### src/rtl/add3_share_sched_if.sv
// Request/result bundle for the shared 3-operand adder.
// Requesters and the result consumer sit on the master side; the adder is the slave.
interface add3_share_sched_if #(
  parameter int N       = 16,
  parameter int NUM_REQ = 4
);
  localparam int ID_W = $clog2(NUM_REQ);

  logic [NUM_REQ-1:0]         IN_valid;
  logic [NUM_REQ-1:0][N-1:0]  IN_valA;
  logic [NUM_REQ-1:0][N-1:0]  IN_valB;
  logic [NUM_REQ-1:0][N-1:0]  IN_valC;
  logic [NUM_REQ-1:0]         OUT_ready;
  logic                       OUT_valid;
  logic [N+1:0]               OUT_sum;
  logic [ID_W-1:0]            OUT_id;
  logic                       IN_outReady;
  logic [1:0]                 OUT_inflight;

  modport master (
    output IN_valid, IN_valA, IN_valB, IN_valC, IN_outReady,
    input  OUT_ready, OUT_valid, OUT_sum, OUT_id, OUT_inflight
  );

  modport slave (
    input  IN_valid, IN_valA, IN_valB, IN_valC, IN_outReady,
    output OUT_ready, OUT_valid, OUT_sum, OUT_id, OUT_inflight
  );
endinterface

### src/rtl/add3_share_sched.sv
// Shared two-stage 3-operand adder (3:2 carry-save stage, then carry-propagate
// stage) with a round-robin front end granting at most one requester per cycle.
// Results are exact (N+2 bits) and tagged with the requester index.
module add3_share_sched #(
  parameter int N       = 16,
  parameter int NUM_REQ = 4
) (
  input  logic             clk,
  input  logic             rst,
  add3_share_sched_if.slave bus
);
  localparam int          ID_W = $clog2(NUM_REQ);
  localparam int unsigned NR_U = NUM_REQ;

  // round-robin pointer and stage-1 (carry-save) registers
  logic [ID_W-1:0] rr_ptr;
  logic            s1_valid;
  logic [N+1:0]    s1_s;
  logic [N+1:0]    s1_k;
  logic [ID_W-1:0] s1_id;

  // stage-2 output registers
  logic            out_valid;
  logic [N+1:0]    out_sum;
  logic [ID_W-1:0] out_id;

  // handshake / arbitration wires
  logic            adv1;
  logic            adv2;
  logic            grant_any;
  logic [ID_W-1:0] grant_id;
  logic [ID_W:0]   cand;
  logic [ID_W-1:0] nxt_ptr;
  logic [N+1:0]    a_x;
  logic [N+1:0]    b_x;
  logic [N+1:0]    c_x;

  assign adv2 = !out_valid || bus.IN_outReady;
  assign adv1 = !s1_valid || adv2;

  // rotating priority search: first valid requester at or after rr_ptr wins
  always_comb begin
    grant_any = 1'b0;
    grant_id  = '0;
    cand      = '0;
    for (int unsigned k = 0; k < NR_U; k++) begin
      cand = {1'b0, rr_ptr} + (ID_W+1)'(k);
      if (cand >= (ID_W+1)'(NUM_REQ)) cand = cand - (ID_W+1)'(NUM_REQ);
      if (!grant_any && bus.IN_valid[cand[ID_W-1:0]]) begin
        grant_any = 1'b1;
        grant_id  = cand[ID_W-1:0];
      end
    end
  end

  // one-hot grant only when stage 1 can take it; forced low during reset
  always_comb begin
    bus.OUT_ready = '0;
    if (!rst && grant_any && adv1) bus.OUT_ready[grant_id] = 1'b1;
  end

  // pointer advance target and zero-extended operands of the winner
  always_comb begin
    nxt_ptr = (grant_id == ID_W'(NUM_REQ - 1)) ? '0 : grant_id + 1'b1;
    a_x     = {2'b00, bus.IN_valA[grant_id]};
    b_x     = {2'b00, bus.IN_valB[grant_id]};
    c_x     = {2'b00, bus.IN_valC[grant_id]};
  end

  // stage 1: capture carry-save form of the granted request, move the pointer
  always_ff @(posedge clk or posedge rst) begin
    if (rst) begin
      s1_valid <= 1'b0;
      s1_s     <= '0;
      s1_k     <= '0;
      s1_id    <= '0;
      rr_ptr   <= '0;
    end else if (adv1) begin
      s1_valid <= grant_any;
      if (grant_any) begin
        s1_s   <= a_x ^ b_x ^ c_x;
        s1_k   <= ((a_x & b_x) | (a_x & c_x) | (b_x & c_x)) << 1;
        s1_id  <= grant_id;
        rr_ptr <= nxt_ptr;
      end
    end
  end

  // stage 2: carry-propagate add into the output register, held under backpressure
  always_ff @(posedge clk or posedge rst) begin
    if (rst) begin
      out_valid <= 1'b0;
      out_sum   <= '0;
      out_id    <= '0;
    end else if (adv2) begin
      out_valid <= s1_valid;
      if (s1_valid) begin
        out_sum <= s1_s + s1_k;
        out_id  <= s1_id;
      end
    end
  end

  assign bus.OUT_valid    = out_valid;
  assign bus.OUT_sum      = out_sum;
  assign bus.OUT_id       = out_id;
  assign bus.OUT_inflight = {1'b0, s1_valid} + {1'b0, out_valid};
endmodule
### src/flat_wrapper.sv
// flat-port wrapper written by rule: the top's interface ports become plain ports
module add3_share_sched_flat 
#(
  parameter int N       = 16,
  parameter int NUM_REQ = 4
)
  (clk, rst, bus_IN_valid, bus_IN_valA, bus_IN_valB, bus_IN_valC, bus_IN_outReady, bus_OUT_ready, bus_OUT_valid, bus_OUT_sum, bus_OUT_id, bus_OUT_inflight);
  add3_share_sched_if #(.N(N), .NUM_REQ(NUM_REQ)) bus_i ();
  input  logic clk;
  input  logic rst;
  input wire logic [$bits(bus_i.IN_valid)-1:0] bus_IN_valid;
  input wire logic [$bits(bus_i.IN_valA)-1:0] bus_IN_valA;
  input wire logic [$bits(bus_i.IN_valB)-1:0] bus_IN_valB;
  input wire logic [$bits(bus_i.IN_valC)-1:0] bus_IN_valC;
  input wire logic [$bits(bus_i.IN_outReady)-1:0] bus_IN_outReady;
  output wire logic [$bits(bus_i.OUT_ready)-1:0] bus_OUT_ready;
  output wire logic [$bits(bus_i.OUT_valid)-1:0] bus_OUT_valid;
  output wire logic [$bits(bus_i.OUT_sum)-1:0] bus_OUT_sum;
  output wire logic [$bits(bus_i.OUT_id)-1:0] bus_OUT_id;
  output wire logic [$bits(bus_i.OUT_inflight)-1:0] bus_OUT_inflight;
  assign bus_i.IN_valid = bus_IN_valid;
  assign bus_i.IN_valA = bus_IN_valA;
  assign bus_i.IN_valB = bus_IN_valB;
  assign bus_i.IN_valC = bus_IN_valC;
  assign bus_i.IN_outReady = bus_IN_outReady;
  assign bus_OUT_ready = bus_i.OUT_ready;
  assign bus_OUT_valid = bus_i.OUT_valid;
  assign bus_OUT_sum = bus_i.OUT_sum;
  assign bus_OUT_id = bus_i.OUT_id;
  assign bus_OUT_inflight = bus_i.OUT_inflight;
  add3_share_sched #(.N(N), .NUM_REQ(NUM_REQ)) u_core (.clk(clk), .rst(rst), .bus(bus_i));
endmodule
### config.mk
export PLATFORM = sky130hd
export DESIGN_NAME = add3_share_sched_flat
export DESIGN_NICKNAME = d
export VERILOG_FILES = /design/src/rtl/add3_share_sched_if.sv /design/src/rtl/add3_share_sched.sv /design/src/flat_wrapper.sv
export SDC_FILE = /design/constraint.sdc
export NUM_CORES = 1
export LEC_CHECK = 0
export ABC_AREA = 1
export CAP_MARGIN = 20
export CORE_UTILIZATION = 37
export DETAILED_ROUTE_END_ITERATION = 16
export MAX_ROUTING_LAYER = met4
export PLACE_DENSITY = 0.79
export SETUP_SLACK_MARGIN = 0.4
export SLEW_MARGIN = 20
export SYNTH_ARGS = -nofsm -noshare
export SYNTH_HDL_FRONTEND = slang
export SYNTH_SLANG_ARGS = --single-unit
### constraint.sdc
create_clock -name clk -period 3.9 [get_ports clk]
set_clock_uncertainty 0.05 [all_clocks]
set_input_delay 0.78 -clock clk [delete_from_list [all_inputs] [get_ports clk]]
set_output_delay 0.78 -clock clk [all_outputs]
set_load 0.02 [all_outputs]
==> results.json <==
{
  "yosys.area_share.simple_pct": 45.1,
  "synth_xor_xnor_area_share_pct": 1.16,
  "synthAdderAreaFrac_pct": 9.80,
  "drtPass1Iterations": 5,
  "clkTransAtPathRegs_ps": 50,
  "async_flop_share_pct": 100,
  "yosys_register_bits": 58,
  "grt_pass1_vias": 6042,
  "worstRegToRegCells": 16,
  "synthToLayoutAreaGrowth_pct": 44.7,
  "final-max-slew-violation-count": 0,
  "postCtsSetupBuffers": 0,
  "synthMuxAreaShare_pct": 0,
  "antenna_left": 0,
  "top_usage_layer": "met2",
  "synth_top_family_by_area": "simple AND/OR/NAND/NOR gates",
  "syn_nets": 1210,
  "drt_wl_total_mm": 18.0,
  "antenna_cells": 0,
  "synth_compound_area_share_pct": 3.82,
  "layout_min_cycle_time_ps": 3250,
  "cts_tree": "done",
  "synth.most_common_cell": "nand2_1",
  "drcViolationCount": 0,
  "critPathCaptureType": "primary output",
  "die_area_mm2": 0.0168,
  "gr-usage-all-layers_pct": 22.5,
  "synth_top_area_cell": "dfrtp_1",
  "portBuffers": 225,
  "ios": 226,
  "synth.area.top_cells": "dfrtp_1 24%, nand2_1 22%, nand3_1 14%",
  "cts_buffers": 9,
  "gr-total-overflow": 0,
  "met3_usage_pct": 2.73,
  "cp_data_required_time_ps": 3070,
  "worst_pin_slew_ps": 715,
  "status": "finished, final reports clean",
  "root_buffer": "clkbuf_16",
  "ys_warn_count": 0,
  "core_area_mm2": 0.0159,
  "utilization_pct": 54.9,
  "drv_cap": 0,
  "grt_use_met2_pct": 35.9,
  "worstSkewPairLatency_ps": 320,
  "initial_utilization_pct": 37.9,
  "final_nets": 1406,
  "critPathLaunchType": "flip-flop",
  "num_rows": 46,
  "syn_inst": 974,
  "critPathArrivalTime_ps": 2420,
  "post_drt_wl_per_cell_um": 12.9,
  "netlist_area_mm2": 0.00602,
  "fin_crit_sh_pct": 83.3,
  "clock.fmax_mhz": 308,
  "path_max_fanout": 11,
  "synth_edf_count": 0,
  "htree_levels": 3,
  "netlist.area_leader.share_pct": 24.1,
  "synth_seq_area_share_pct": 24.1,
  "grt_max_degree": 99,
  "path_class": "reg2out",
  "clk_path_buf_depth": 2,
  "vias_per_cell": 4.75,
  "rsz0062_at_grt": "false",
  "slew_headroom_pct": 52.3,
  "grtUsageMet1_pct": 29.2,
  "avgSynthCellArea_um2": 6.19,
  "drt_iter0_markers": 346,
  "die_w_um": 130,
  "hold_class": "reg2reg",
  "ys_types": 30,
  "ys_top_cells_by_count": "347 x nand2_1, 171 x inv_1, 163 x nand3_1",
  "grt_pass1_wl_mm": 29.0,
  "hold_violations": 0,
  "whs_path_depth": 2,
  "dieHeight_um": 130,
  "vias": 6606,
  "place_hpwl_mm": 14.0,
  "gp_congestion": 0.891,
  "synthFlopType": "dfrtp_1",
  "cts_sinks": 58,
  "fin_tns_setup_ps": 0,
  "antenna_found_initial": 0,
  "cts_hold_buf": 0,
  "setup_viol": 0,
  "drive_gt1_share_pct": 4.85
}
-- registers in the layout (all words and copies together) (netlist names) --
register	flops
u_core.s1_k	16
u_core.s1_valid	1
u_core.bus.OUT_sum	18
u_core.bus.OUT_valid	1
u_core.s1_s	16
u_core.bus.OUT_id	2
u_core.s1_id	2
u_core.rr_ptr	2
-- timing repair --
item / CTS / global route
resized for setup: 14 / 15
pin swaps: 0 / 4
setup endpoints to repair: 4 / 4
-- area by class of cell --
class / count / area, µm²
multi-input cells: 689 / 3640
well taps: 216 / 270
clock buffers: 10 / 239
fillers: 1567 / 7170
repair buffers: 236 / 2370
clock inverters: 6 / 90.1
flip-flops and latches: 58 / 1450
inverters: 176 / 661
-- final timing paths --
| kind | start | to | slack [ps] |
|---|---|---|---|
| setup / recovery | u_core.rr_ptr[0]$_DFFE_PP0P_ | bus_OUT_ready[2] | 650 |
| hold / removal | u_core.bus.OUT_sum[2]$_DFFE_PP0P_ | u_core.bus.OUT_sum[2]$_DFFE_PP0P_ | 430 |
| setup reg to reg | u_core.rr_ptr[0]$_DFFE_PP0P_ | u_core.s1_s[5]$_DFFE_PP0P_ | 850 |
| hold reg to reg | u_core.bus.OUT_sum[2]$_DFFE_PP0P_ | u_core.bus.OUT_sum[2]$_DFFE_PP0P_ | 430 |
| max in group asynchronous | rst | u_core.s1_k[10]$_DFFE_PP0P_ | 2370 |
| min in group asynchronous | rst | u_core.bus.OUT_id[0]$_DFFE_PP0P_ | 950 |
-- metal layers --
metal  routed length, µm  vias up
met5                   0        -
met4                 529        0
met3                1030       36
met2                8360      248
met1                8080     2926
li1                    -     3396
-- critical path: stages, from the launching register on --
cell	delay (ps)
dfrtp_1	590
inv_2	160
nand2_1	100
nand2_2	100
nand2_1	80
nand2_1	80
nor2_4	160
nand3_4	100
nand3_2	90
nand2_4	80
inv_2	90
ha_1	150
inv_1	40
nor2_1	100
buf_4	150
-- cells by family after synthesis --
kind of cell / after synthesis
xor gates and xnor gates: 8
buffers and inverters: 227
adders and majority gates: 37
DFF: 58
and+or+nand+nor: 601
AOI/OAI and AO/OA: 43
-- placed cells by master, fill, tap and decap left out, types with 2 or more instances in the layout --
| master | netlist | routed |
|---|---|---|
| bufinv_16 | 0 | 2 |
| nand3_2 | 4 | 3 |
| nand2_2 | 6 | 5 |
| nand3_1 | 163 | 163 |
| nand3b_1 | 51 | 51 |
| nand2_1 | 347 | 345 |
| inv_1 | 171 | 168 |
| dlymetal6s2s_1 | 0 | 4 |
| clkbuf_16 | 0 | 9 |
| fa_1 | 17 | 17 |
| buf_2 | 32 | 2 |
| a21oi_1 | 15 | 15 |
| a31oi_1 | 5 | 5 |
| xnor2_1 | 4 | 4 |
| nor2_1 | 24 | 24 |
| ha_1 | 20 | 20 |
| dfrtp_1 | 58 | 58 |
| clkdlybuf4s50_1 | 0 | 217 |
| xor2_1 | 4 | 4 |
| buf_4 | 2 | 10 |
| nand2_4 | 1 | 4 |
| clkinv_4 | 0 | 2 |
| inv_2 | 5 | 8 |
| o21ai_0 | 18 | 18 |
| buf_12 | 0 | 3 |
-- per-stage QoR --
stage | hold WS, ps | setup slack (ps) | instances | area [µm²]
3_3_place_gp | 411 | 51.2 | 1375 | 8370
5_1_grt | 453 | 434 | 1391 | 8720
2_1_floorplan | 392 | 434 | 974 | 6020
3_5_place_dp | 419 | -5.08 | 1375 | 8370
4_1_cts | 433 | 411 | 1391 | 8690
6_report | 429 | 653 | 1391 | 8720
Power is not shown: default switching activity piles up to over one toggle a cycle in this logic, so the estimate is an artifact.
